==> src/rtl/uart_tx_feeder_if.sv <==
// Producer and UART-side signals of the transmit feeder, bundled for port connection.
// The slave modport is the feeder itself; the master modport is the surrounding logic.
interface uart_tx_feeder_if #(
    parameter int DEPTH = 16
);
    localparam int LW = $clog2(DEPTH) + 1;

    logic          wr_valid;
    logic [7:0]    wr_data;
    logic          wr_ready;
    logic          flush;
    logic          tx_start;
    logic [7:0]    tx_data;
    logic          tx_busy;
    logic [LW-1:0] level;
    logic          empty;
    logic          full;
    logic          overflow;
    logic          ack_timeout;

    modport master (
        output wr_valid, wr_data, flush, tx_busy,
        input  wr_ready, tx_start, tx_data, level, empty, full, overflow, ack_timeout
    );

    modport slave (
        input  wr_valid, wr_data, flush, tx_busy,
        output wr_ready, tx_start, tx_data, level, empty, full, overflow, ack_timeout
    );
endinterface

==> src/rtl/uart_tx_feeder.sv <==
// Byte FIFO plus a sequencer that holds tx_start until the UART acknowledges with tx_busy,
// dropping the byte if no acknowledge arrives within ACK_TIMEOUT cycles.
module uart_tx_feeder #(
    parameter int DEPTH       = 16,
    parameter int ACK_TIMEOUT = 100000
) (
    input  logic               clk,
    input  logic               rst_n,
    uart_tx_feeder_if.slave    bus
);
    localparam int PW = $clog2(DEPTH);
    localparam int LW = PW + 1;
    localparam int TW = $clog2(ACK_TIMEOUT) + 1;

    localparam logic [LW-1:0] LVL_FULL = LW'(DEPTH);
    localparam logic [TW-1:0] TMR_LAST = TW'(ACK_TIMEOUT - 1);
    localparam logic [TW-1:0] TMR_MAX  = {TW{1'b1}};

    typedef enum logic [1:0] {
        ST_IDLE  = 2'd0,
        ST_START = 2'd1,
        ST_BUSY  = 2'd2
    } state_e;

    logic [7:0]    mem_q [DEPTH];
    logic [PW-1:0] wr_ptr_q, wr_ptr_d;
    logic [PW-1:0] rd_ptr_q, rd_ptr_d;
    logic [LW-1:0] level_q, level_d;
    logic          empty_q, full_q, wr_ready_q, overflow_q;

    state_e        state_q;
    logic          tx_start_q;
    logic [7:0]    tx_data_q;
    logic          ack_timeout_q;
    logic [TW-1:0] timer_q;

    logic          wr_en_s;
    logic          pop_en_s;

    // A full FIFO refuses writes even when a pop happens in the same cycle.
    assign wr_en_s  = bus.wr_valid && wr_ready_q && !bus.flush;
    assign pop_en_s = (state_q == ST_IDLE) && !empty_q && !bus.tx_busy && !bus.flush;

    // Next pointer and occupancy values.
    always_comb begin
        wr_ptr_d = wr_ptr_q;
        rd_ptr_d = rd_ptr_q;
        level_d  = level_q;
        if (bus.flush) begin
            wr_ptr_d = {PW{1'b0}};
            rd_ptr_d = {PW{1'b0}};
            level_d  = {LW{1'b0}};
        end else begin
            if (wr_en_s) begin
                wr_ptr_d = wr_ptr_q + PW'(1'b1);
            end else begin
                wr_ptr_d = wr_ptr_q;
            end
            if (pop_en_s) begin
                rd_ptr_d = rd_ptr_q + PW'(1'b1);
            end else begin
                rd_ptr_d = rd_ptr_q;
            end
            case ({wr_en_s, pop_en_s})
                2'b10:   level_d = level_q + LW'(1'b1);
                2'b01:   level_d = level_q - LW'(1'b1);
                default: level_d = level_q;
            endcase
        end
    end

    // Byte storage; contents need no reset because level guards every read.
    always_ff @(posedge clk) begin
        if (wr_en_s) begin
            mem_q[wr_ptr_q] <= bus.wr_data;
        end
    end

    // FIFO bookkeeping with status flags registered from the next level.
    always_ff @(posedge clk or negedge rst_n) begin
        if (!rst_n) begin
            wr_ptr_q   <= {PW{1'b0}};
            rd_ptr_q   <= {PW{1'b0}};
            level_q    <= {LW{1'b0}};
            empty_q    <= 1'b1;
            full_q     <= 1'b0;
            wr_ready_q <= 1'b1;
            overflow_q <= 1'b0;
        end else begin
            wr_ptr_q   <= wr_ptr_d;
            rd_ptr_q   <= rd_ptr_d;
            level_q    <= level_d;
            empty_q    <= (level_d == {LW{1'b0}});
            full_q     <= (level_d == LVL_FULL);
            wr_ready_q <= (level_d != LVL_FULL);
            overflow_q <= bus.wr_valid && full_q;
        end
    end

    // Transmit sequencer: tx_start is a level held until the UART raises tx_busy.
    always_ff @(posedge clk or negedge rst_n) begin
        if (!rst_n) begin
            state_q       <= ST_IDLE;
            tx_start_q    <= 1'b0;
            tx_data_q     <= 8'h00;
            ack_timeout_q <= 1'b0;
            timer_q       <= {TW{1'b0}};
        end else begin
            ack_timeout_q <= 1'b0;
            case (state_q)
                ST_IDLE: begin
                    if (pop_en_s) begin
                        tx_data_q  <= mem_q[rd_ptr_q];
                        tx_start_q <= 1'b1;
                        timer_q    <= {TW{1'b0}};
                        state_q    <= ST_START;
                    end
                end
                ST_START: begin
                    if (timer_q != TMR_MAX) begin
                        timer_q <= timer_q + TW'(1'b1);
                    end
                    // An acknowledge in the timeout cycle still wins.
                    if (bus.tx_busy) begin
                        tx_start_q <= 1'b0;
                        state_q    <= ST_BUSY;
                    end else if (timer_q == TMR_LAST) begin
                        tx_start_q    <= 1'b0;
                        ack_timeout_q <= 1'b1;
                        state_q       <= ST_IDLE;
                    end
                end
                ST_BUSY: begin
                    if (!bus.tx_busy) begin
                        state_q <= ST_IDLE;
                    end
                end
                default: begin
                    tx_start_q <= 1'b0;
                    state_q    <= ST_IDLE;
                end
            endcase
        end
    end

    assign bus.wr_ready    = wr_ready_q;
    assign bus.tx_start    = tx_start_q;
    assign bus.tx_data     = tx_data_q;
    assign bus.level       = level_q;
    assign bus.empty       = empty_q;
    assign bus.full        = full_q;
    assign bus.overflow    = overflow_q;
    assign bus.ack_timeout = ack_timeout_q;
endmodule
==> src/flat_wrapper.sv <==
// flat-port wrapper written by rule: the top's interface ports become plain ports
module uart_tx_feeder_flat 
#(
    parameter int DEPTH       = 16,
    parameter int ACK_TIMEOUT = 100000
)
  (clk, rst_n, bus_wr_valid, bus_wr_data, bus_flush, bus_tx_busy, bus_wr_ready, bus_tx_start, bus_tx_data, bus_level, bus_empty, bus_full, bus_overflow, bus_ack_timeout);
  uart_tx_feeder_if #(.DEPTH(DEPTH)) bus_i ();
  input  logic clk;
  input  logic rst_n;
  input wire logic [$bits(bus_i.wr_valid)-1:0] bus_wr_valid;
  input wire logic [$bits(bus_i.wr_data)-1:0] bus_wr_data;
  input wire logic [$bits(bus_i.flush)-1:0] bus_flush;
  input wire logic [$bits(bus_i.tx_busy)-1:0] bus_tx_busy;
  output wire logic [$bits(bus_i.wr_ready)-1:0] bus_wr_ready;
  output wire logic [$bits(bus_i.tx_start)-1:0] bus_tx_start;
  output wire logic [$bits(bus_i.tx_data)-1:0] bus_tx_data;
  output wire logic [$bits(bus_i.level)-1:0] bus_level;
  output wire logic [$bits(bus_i.empty)-1:0] bus_empty;
  output wire logic [$bits(bus_i.full)-1:0] bus_full;
  output wire logic [$bits(bus_i.overflow)-1:0] bus_overflow;
  output wire logic [$bits(bus_i.ack_timeout)-1:0] bus_ack_timeout;
  assign bus_i.wr_valid = bus_wr_valid;
  assign bus_i.wr_data = bus_wr_data;
  assign bus_i.flush = bus_flush;
  assign bus_i.tx_busy = bus_tx_busy;
  assign bus_wr_ready = bus_i.wr_ready;
  assign bus_tx_start = bus_i.tx_start;
  assign bus_tx_data = bus_i.tx_data;
  assign bus_level = bus_i.level;
  assign bus_empty = bus_i.empty;
  assign bus_full = bus_i.full;
  assign bus_overflow = bus_i.overflow;
  assign bus_ack_timeout = bus_i.ack_timeout;
  uart_tx_feeder #(.DEPTH(DEPTH), .ACK_TIMEOUT(ACK_TIMEOUT)) u_core (.clk(clk), .rst_n(rst_n), .bus(bus_i));
endmodule
==> config.mk <==
export PLATFORM = sky130hd
export DESIGN_NAME = uart_tx_feeder_flat
export DESIGN_NICKNAME = d
export VERILOG_FILES = /design/src/rtl/uart_tx_feeder_if.sv /design/src/rtl/uart_tx_feeder.sv /design/src/flat_wrapper.sv
export SDC_FILE = /design/constraint.sdc
export NUM_CORES = 1
export LEC_CHECK = 0
export ABC_AREA = 1
export CAP_MARGIN = 20
export CORE_MARGIN = 3
export CORE_UTILIZATION = 47
export CTS_CLUSTER_DIAMETER = 120
export DETAILED_ROUTE_END_ITERATION = 16
export GPL_ROUTABILITY_DRIVEN = 1
export MAX_ROUTING_LAYER = met4
export PLACE_DENSITY_LB_ADDON = 0.08
export SYNTH_ARGS = -nofsm -noshare
export SYNTH_HDL_FRONTEND = slang
export SYNTH_SLANG_ARGS = --single-unit
==> constraint.sdc <==
create_clock -name clk -period 2.1 [get_ports clk]
set_input_delay 0.63 -clock clk [delete_from_list [all_inputs] [get_ports clk]]
set_output_delay 0.63 -clock clk [all_outputs]
set_load 0.005 [all_outputs]
# Word-level counts from Yosys, hierarchy flattened
# Memories as Yosys holds them, arrays and structs flattened. A register that Yosys moved wholly into a read port is not among the register bits.
# Cells that the tools add are included.
# W data, S select, Z words.
# totals
regBits,39
latch_bits,0
ramBits,128
rom_bits,0
output_inout_bits,19
mem_count,1
# mem_list
name,words,width,rd,rd_ports_with_merged_regs,write_ports,line,source
u_core.mem_q,16,8,1,1,1,uart_tx_feeder.sv:25,logic [7:0] mem_q [DEPTH];
# op_classes
addsub,5
mul,0
div,0
magnitude_cmp,0
n_eq_ne,12
shifts,0
n_mux,23
bitwise_logic,1
n_reduce_logical,19
# ops
op,n
$mux W18,2
$pmux W18 S2,1
$add A18 B1 Y18 const B,1
$eq A18 B17 Y1 const B,1
$ne A18 B18 Y1 const B,1
$mux W4,4
$pmux W5 S2,1
$reduce_and A3 Y1,3
$add A4 B1 Y4 const B,2
$mux W1,8
$mux W2,4
$logic_and A1 B1 Y1,6
$pmux W2 S3,1
$reduce_bool A2 Y1,3
$add A5 B1 Y5 const B,1
$eq A5 B5 Y1 const B,1
$logic_not A5 Y1,1
$mux W5,1
$ne A5 B5 Y1 const B,1
$sub A5 B1 Y5 const B,1
$eq A2 B1 Y1 const B,2
$eq A2 B2 Y1 const B,2
$logic_not A1 Y1,4
$ne A2 B1 Y1 const B,2
6 further kinds,6

# Longest topological paths before layout
# depth
word_depth,8
depth_mapped,16

# Worst setup path before layout
# Ideal clock, no wire load.
# synth_path
kind,input port to flip-flop
start,input port bus_tx_busy
end,"register u_core.full_q, in the netlist u_core.bus.full"
setup_time_ns,0.115
t_arrival_ns,2.398
path_slack_ns,-0.414
stages,16
path_buffers,2
path_cell_list,nor2_1 -> nand2_2 -> nor2_1 -> buf_2 -> buf_2 -> ha_1 -> inv_1 -> nor2_1 -> nor3_1 -> inv_1 -> nand2_1 -> inv_1 -> nand2_1 -> inv_1 -> nand2_1 -> nor2_1
# synth_via
elab_chain_len,7
# synth_rtl
item,line,source
"start, declared",flat_wrapper.sv:14,input wire logic [$bits(bus_i.tx_busy)-1:0] bus_tx_busy;
$logic_not A1 Y1 (*),uart_tx_feeder.sv:42,assign pop_en_s = (state_q == ST_IDLE) && !empty_q && !bus.tx_busy && !bus.flush;
$logic_and A1 B1 Y1 (*) (2 in series),uart_tx_feeder.sv:42,
$eq A2 B1 Y1 / $eq A2 B2 Y1 (equally long branches),uart_tx_feeder.sv:64,"case ({wr_en_s, pop_en_s})"
$pmux W5 S2 (*),uart_tx_feeder.sv:64,
$mux W5 (*),uart_tx_feeder.sv:49,if (bus.flush) begin
net u_core.level_d[1],uart_tx_feeder.sv:28,"logic [LW-1:0] level_q, level_d;"
$eq A5 B5 Y1 (*),uart_tx_feeder.sv:94,full_q <= (level_d == LVL_FULL);
"end signal, assigned",uart_tx_feeder.sv:94,
"end, declared",uart_tx_feeder.sv:29,"logic empty_q, full_q, wr_ready_q, overflow_q;"
# Mark *: on every way through the listed nets, which the timed path passes. The rest lies on a longest branch.
# A chain may end at the register's enable or synchronous reset.

# Final worst setup path
# layout_path
start,"register u_core.level_q[1], in the netlist u_core.bus.level[1]"
end,output port bus_level[1]
# layout_rtl
item,line,source
"start, declared",uart_tx_feeder.sv:28,
"start signal, assigned",uart_tx_feeder.sv:84,level_q <= {LW{1'b0}};
"start signal, assigned",uart_tx_feeder.sv:92,level_q <= level_d;
"end, declared",flat_wrapper.sv:18,output wire logic [$bits(bus_i.level)-1:0] bus_level;
# No word-level cell between the ends.

==> summary.md <==
| Metric | Value |
|---|---|
| Power per cell area | `1050 nW/um^2` |
| Initial Utilization | `0.491` |
| Via count | `between 5000 and 6000` |
| Async SR Flop Fraction | `0.269` |
| Metal3 WL | `971 um` |
| Sequential share of the synthesized area | `0.658` |
| Critical-path cell list | `clkdlybuf4s50_1` |
| Inserted Clock Buffers | `17` |
| Buf/Inv on CP | `1` |
| Outcome | `finished clean` |
| Final worst setup slack | `roughly 50 ps` |
| Worst-path clk slew | `60 ps` |
| R2R cell count | `14` |
| H-tree levels | `4` |
| Rows | `45` |
| Initial antenna violation count | `0` |
| Die X | `133 um` |
| Post-synthesis register bit count | `175` |
| DRC violations left | `0` |
| Routed len/inst | `roughly 19 um` |
| Max layer used | `met4` |
| Largest family of logic cells by synthesized area | `simple AND/OR/NAND/NOR gates` |
| Gpl congestion | `0.846` |
| Largest area contributor in the netlist | `edfxtp_1` |
| Design Area, Final | `slightly above 9000 um^2` |
| RSZ-0062 raised after global routing | `false` |
| DP HPWL | `12000 um` |
| Internal reg-to-reg setup slack | `approximately 150 ps` |
| Crit. End Element | `primary output` |
| Fmax achieved | `0.488 GHz` |
| Worst EP arrival | `1420 ps` |
| CTS tree | `done` |
| Maximum VDD drop | `0.000596 V` |
| Die Area | `17800 um^2` |
| Vias in the first global route | `5381` |
| Synthesized area per cell | `11.5 um^2` |
| First drt pass iteration count | `5` |
| CP startpoint kind | `flop` |
| I/O pin cnt | `32` |
| Share of layout cells above drive strength 1 | `0.190` |
| Largest net degree at the start of global routing | `38` |
| Fin. Hold Viols | `0` |
| Clk root buf | `clkbuf_16` |
| DRT iter0 DRCs | `around 440` |
| Post-CTS Hold Buffers | `0` |
| Reg-to-reg startpoint | `u_core.bus.wr_ready` |
| First-pass GRT wire length | `slightly below 30000 um` |
| DR WL met2 | `8840 um` |
| Final min period | `2050 ps` |
| Skew-Pair Late Insertion Delay | `420 ps` |
| Area delta synth->final | `20.8%` |
| Netlist Area Pre-Place | `7630 um^2` |
| Most frequent cells in the layout | `edfxtp_1 (128), nor2_1 (88), o21ai_0 (75), buf_4 (60), nand2_1 (57)` |
| FILL cells | `1323` |
| Mux cell area share after synthesis | `0` |
| Ranking of synthesized cells by area | `edfxtp_1 (50%), dfrtp_1 (15%), o21ai_0 (4.9%)` |
| Tightest Pin Transition | `652 ps` |
| Port Buf Inserts | `31` |
| Post-Synth XOR/XNOR Area | `0.0184` |
| Final Slew Violations | `0` |
| Placed cell area | `~8600 um^2` |
| Share of the synthesized area in the top cell type | `0.503` |
| Number of distinct library cells after synthesis | `45` |
| Synth Flop Type | `edfxtp_1` |
| CP delay by family, top | `buffers and inverters` |
| Synth Area in Compound Gates | `0.129` |
| Hold Crit Class | `in -> async` |
| Yosys warns | `0` |
| Placement Setup Slack | `-565 ps` |
| Clock sink total | `around 180` |
| Die height | `133 um` |
| Overall routing resource usage | `0.217` |
| Clock Path Buffers | `2` |
| Worst slew margin | `0.564` |
| Final Util | `0.594` |
| Syn Inst Count | `664` |
| Skew final | `8.05 ps` |
| Setup violations, final | `0` |
| Crit-path slowest cell | `clkdlybuf4s50_1` |
| M1 WL | `~7900 um` |
| Antenna cells | `0` |
| Max-Cap Viols | `0` |
| Vias per std cell | `roughly 5.6` |
| Number of flops mapped to enable cells by yosys | `128` |
| Post-DRT Antenna Nets | `0` |
| Final clock period utilization by the worst path | `0.976` |
| Simple-gate share of the synthesized area | `0.137` |
| CP required | `1470 ps` |
| Reg2reg end | `u_core.bus.full` |
| Total grt overflow | `0` |
| Crit Path Max Fanout | `5` |
| Adder and majority cell fraction of the synthesized area | `0.0131` |
| Slowest stage delay, CP | `approximately 550 ps` |
| LEAKAGE | `3.36 nW` |
| Core ar. | `15500 um^2` |
| Wirelength, routed | `17900 um` |
| Nets | `~770` |
| Syn Nets | `685` |
| WS Path Type | `reg -> out` |
| Commonest non-fill, non-tap cell in the layout | `edfxtp_1` |
-- cells in the mapped netlist (8+ instances only) --
master / n
edfxtp_1: 128
nor2_1: 95
o21ai_0: 75
nand2_1: 58
dfrtp_1: 45
inv_1: 42
nand3_1: 29
nor3_1: 22
o221ai_1: 22
clkbuf_1: 18
xor2_1: 15
o211ai_1: 10
o22ai_1: 10
a21oi_1: 8
ha_1: 8
nor4_1: 8
o21a_1: 8
-- state kept, by name, summed over array words and instances, names as in the netlist --
name and cells:
u_core.rd_ptr_q 4, u_core.bus.tx_data 8, u_core.bus.wr_ready 1, u_core.timer_q 18, u_core.bus.level 5, u_core.state_q 2
u_core.bus.overflow 1, u_core.bus.ack_timeout 1, u_core.mem_q 128, u_core.wr_ptr_q 4, u_core.bus.tx_start 1, u_core.bus.full 1
u_core.bus.empty 1
-- per-layer routing --
metal	up-vias	GRT usage
li1	2539	-
met2	163	0.350
met4	0	0.0651
met3	18	0.0412
met5	-	-
met1	2658	0.283
-- kinds of logic after synthesis --
family	count (synthesis)
simple gates	231
flops	175
compound gates	153
buf+inv	81
xor+xnor	16
fa+ha+maj	8
-- what timing repair did --
| action | in CTS | in global routing |
|---|---|---|
| setup endpoints to repair | 5 | 20 |
| cloned | 0 | 0 |
| resized for setup | 10 | 3 |
| buffers inserted | 1 | 0 |
| pin swaps | 4 | 2 |
-- per-stage QoR --
step / TNS [ps] / total power, mW / cells / hold WS (ps)
5_1_grt: 0 / 10.1 / 969 / 222
6_report: 0 / 9.67 / 969 / 194
3_3_place_gp: -31890 / 6.58 / 938 / 466
4_1_cts: -10.1 / 9.73 / 969 / 199
2_1_floorplan: -190 / 5.58 / 664 / 334
3_5_place_dp: -38360 / 6.62 / 938 / 474
-- worst max-delay path by stage --
stage                              startpoint             endpoint  cells past startpoint
after floorplan                   bus_tx_busy      u_core.bus.full                     16
after global placement              bus_flush     u_core.bus.empty                     14
after detailed placement         bus_wr_valid  u_core.bus.wr_ready                     15
after CTS                        bus_wr_valid  u_core.bus.wr_ready                     16
after global routing        u_core.state_q[0]      u_core.bus.full                     13
final                     u_core.bus.level[1]         bus_level[1]                      1
-- final cells by class --
type / instances / area, um^2 / share of cell area
tap: 211 / 264 / 0.0286
clock inverter: 12 / 145 / 0.0157
timing repair buffer: 94 / 813 / 0.0882
inverter: 51 / 200 / 0.0217
clock buffer: 18 / 429 / 0.0465
multi-input combinational: 408 / 2350 / 0.255
sequential: 175 / 5020 / 0.545
-- power by group --
part	switching (mW)	total [mW]	internal, mW	leakage (nW)
Combinational	1.37	2.40	1.03	1.31
Clock	1.24	3.08	1.85	0.279
Sequential	0.206	4.18	3.98	1.76
Total	2.81	9.67	6.85	3.36
(Power assumes the default switching activity.)
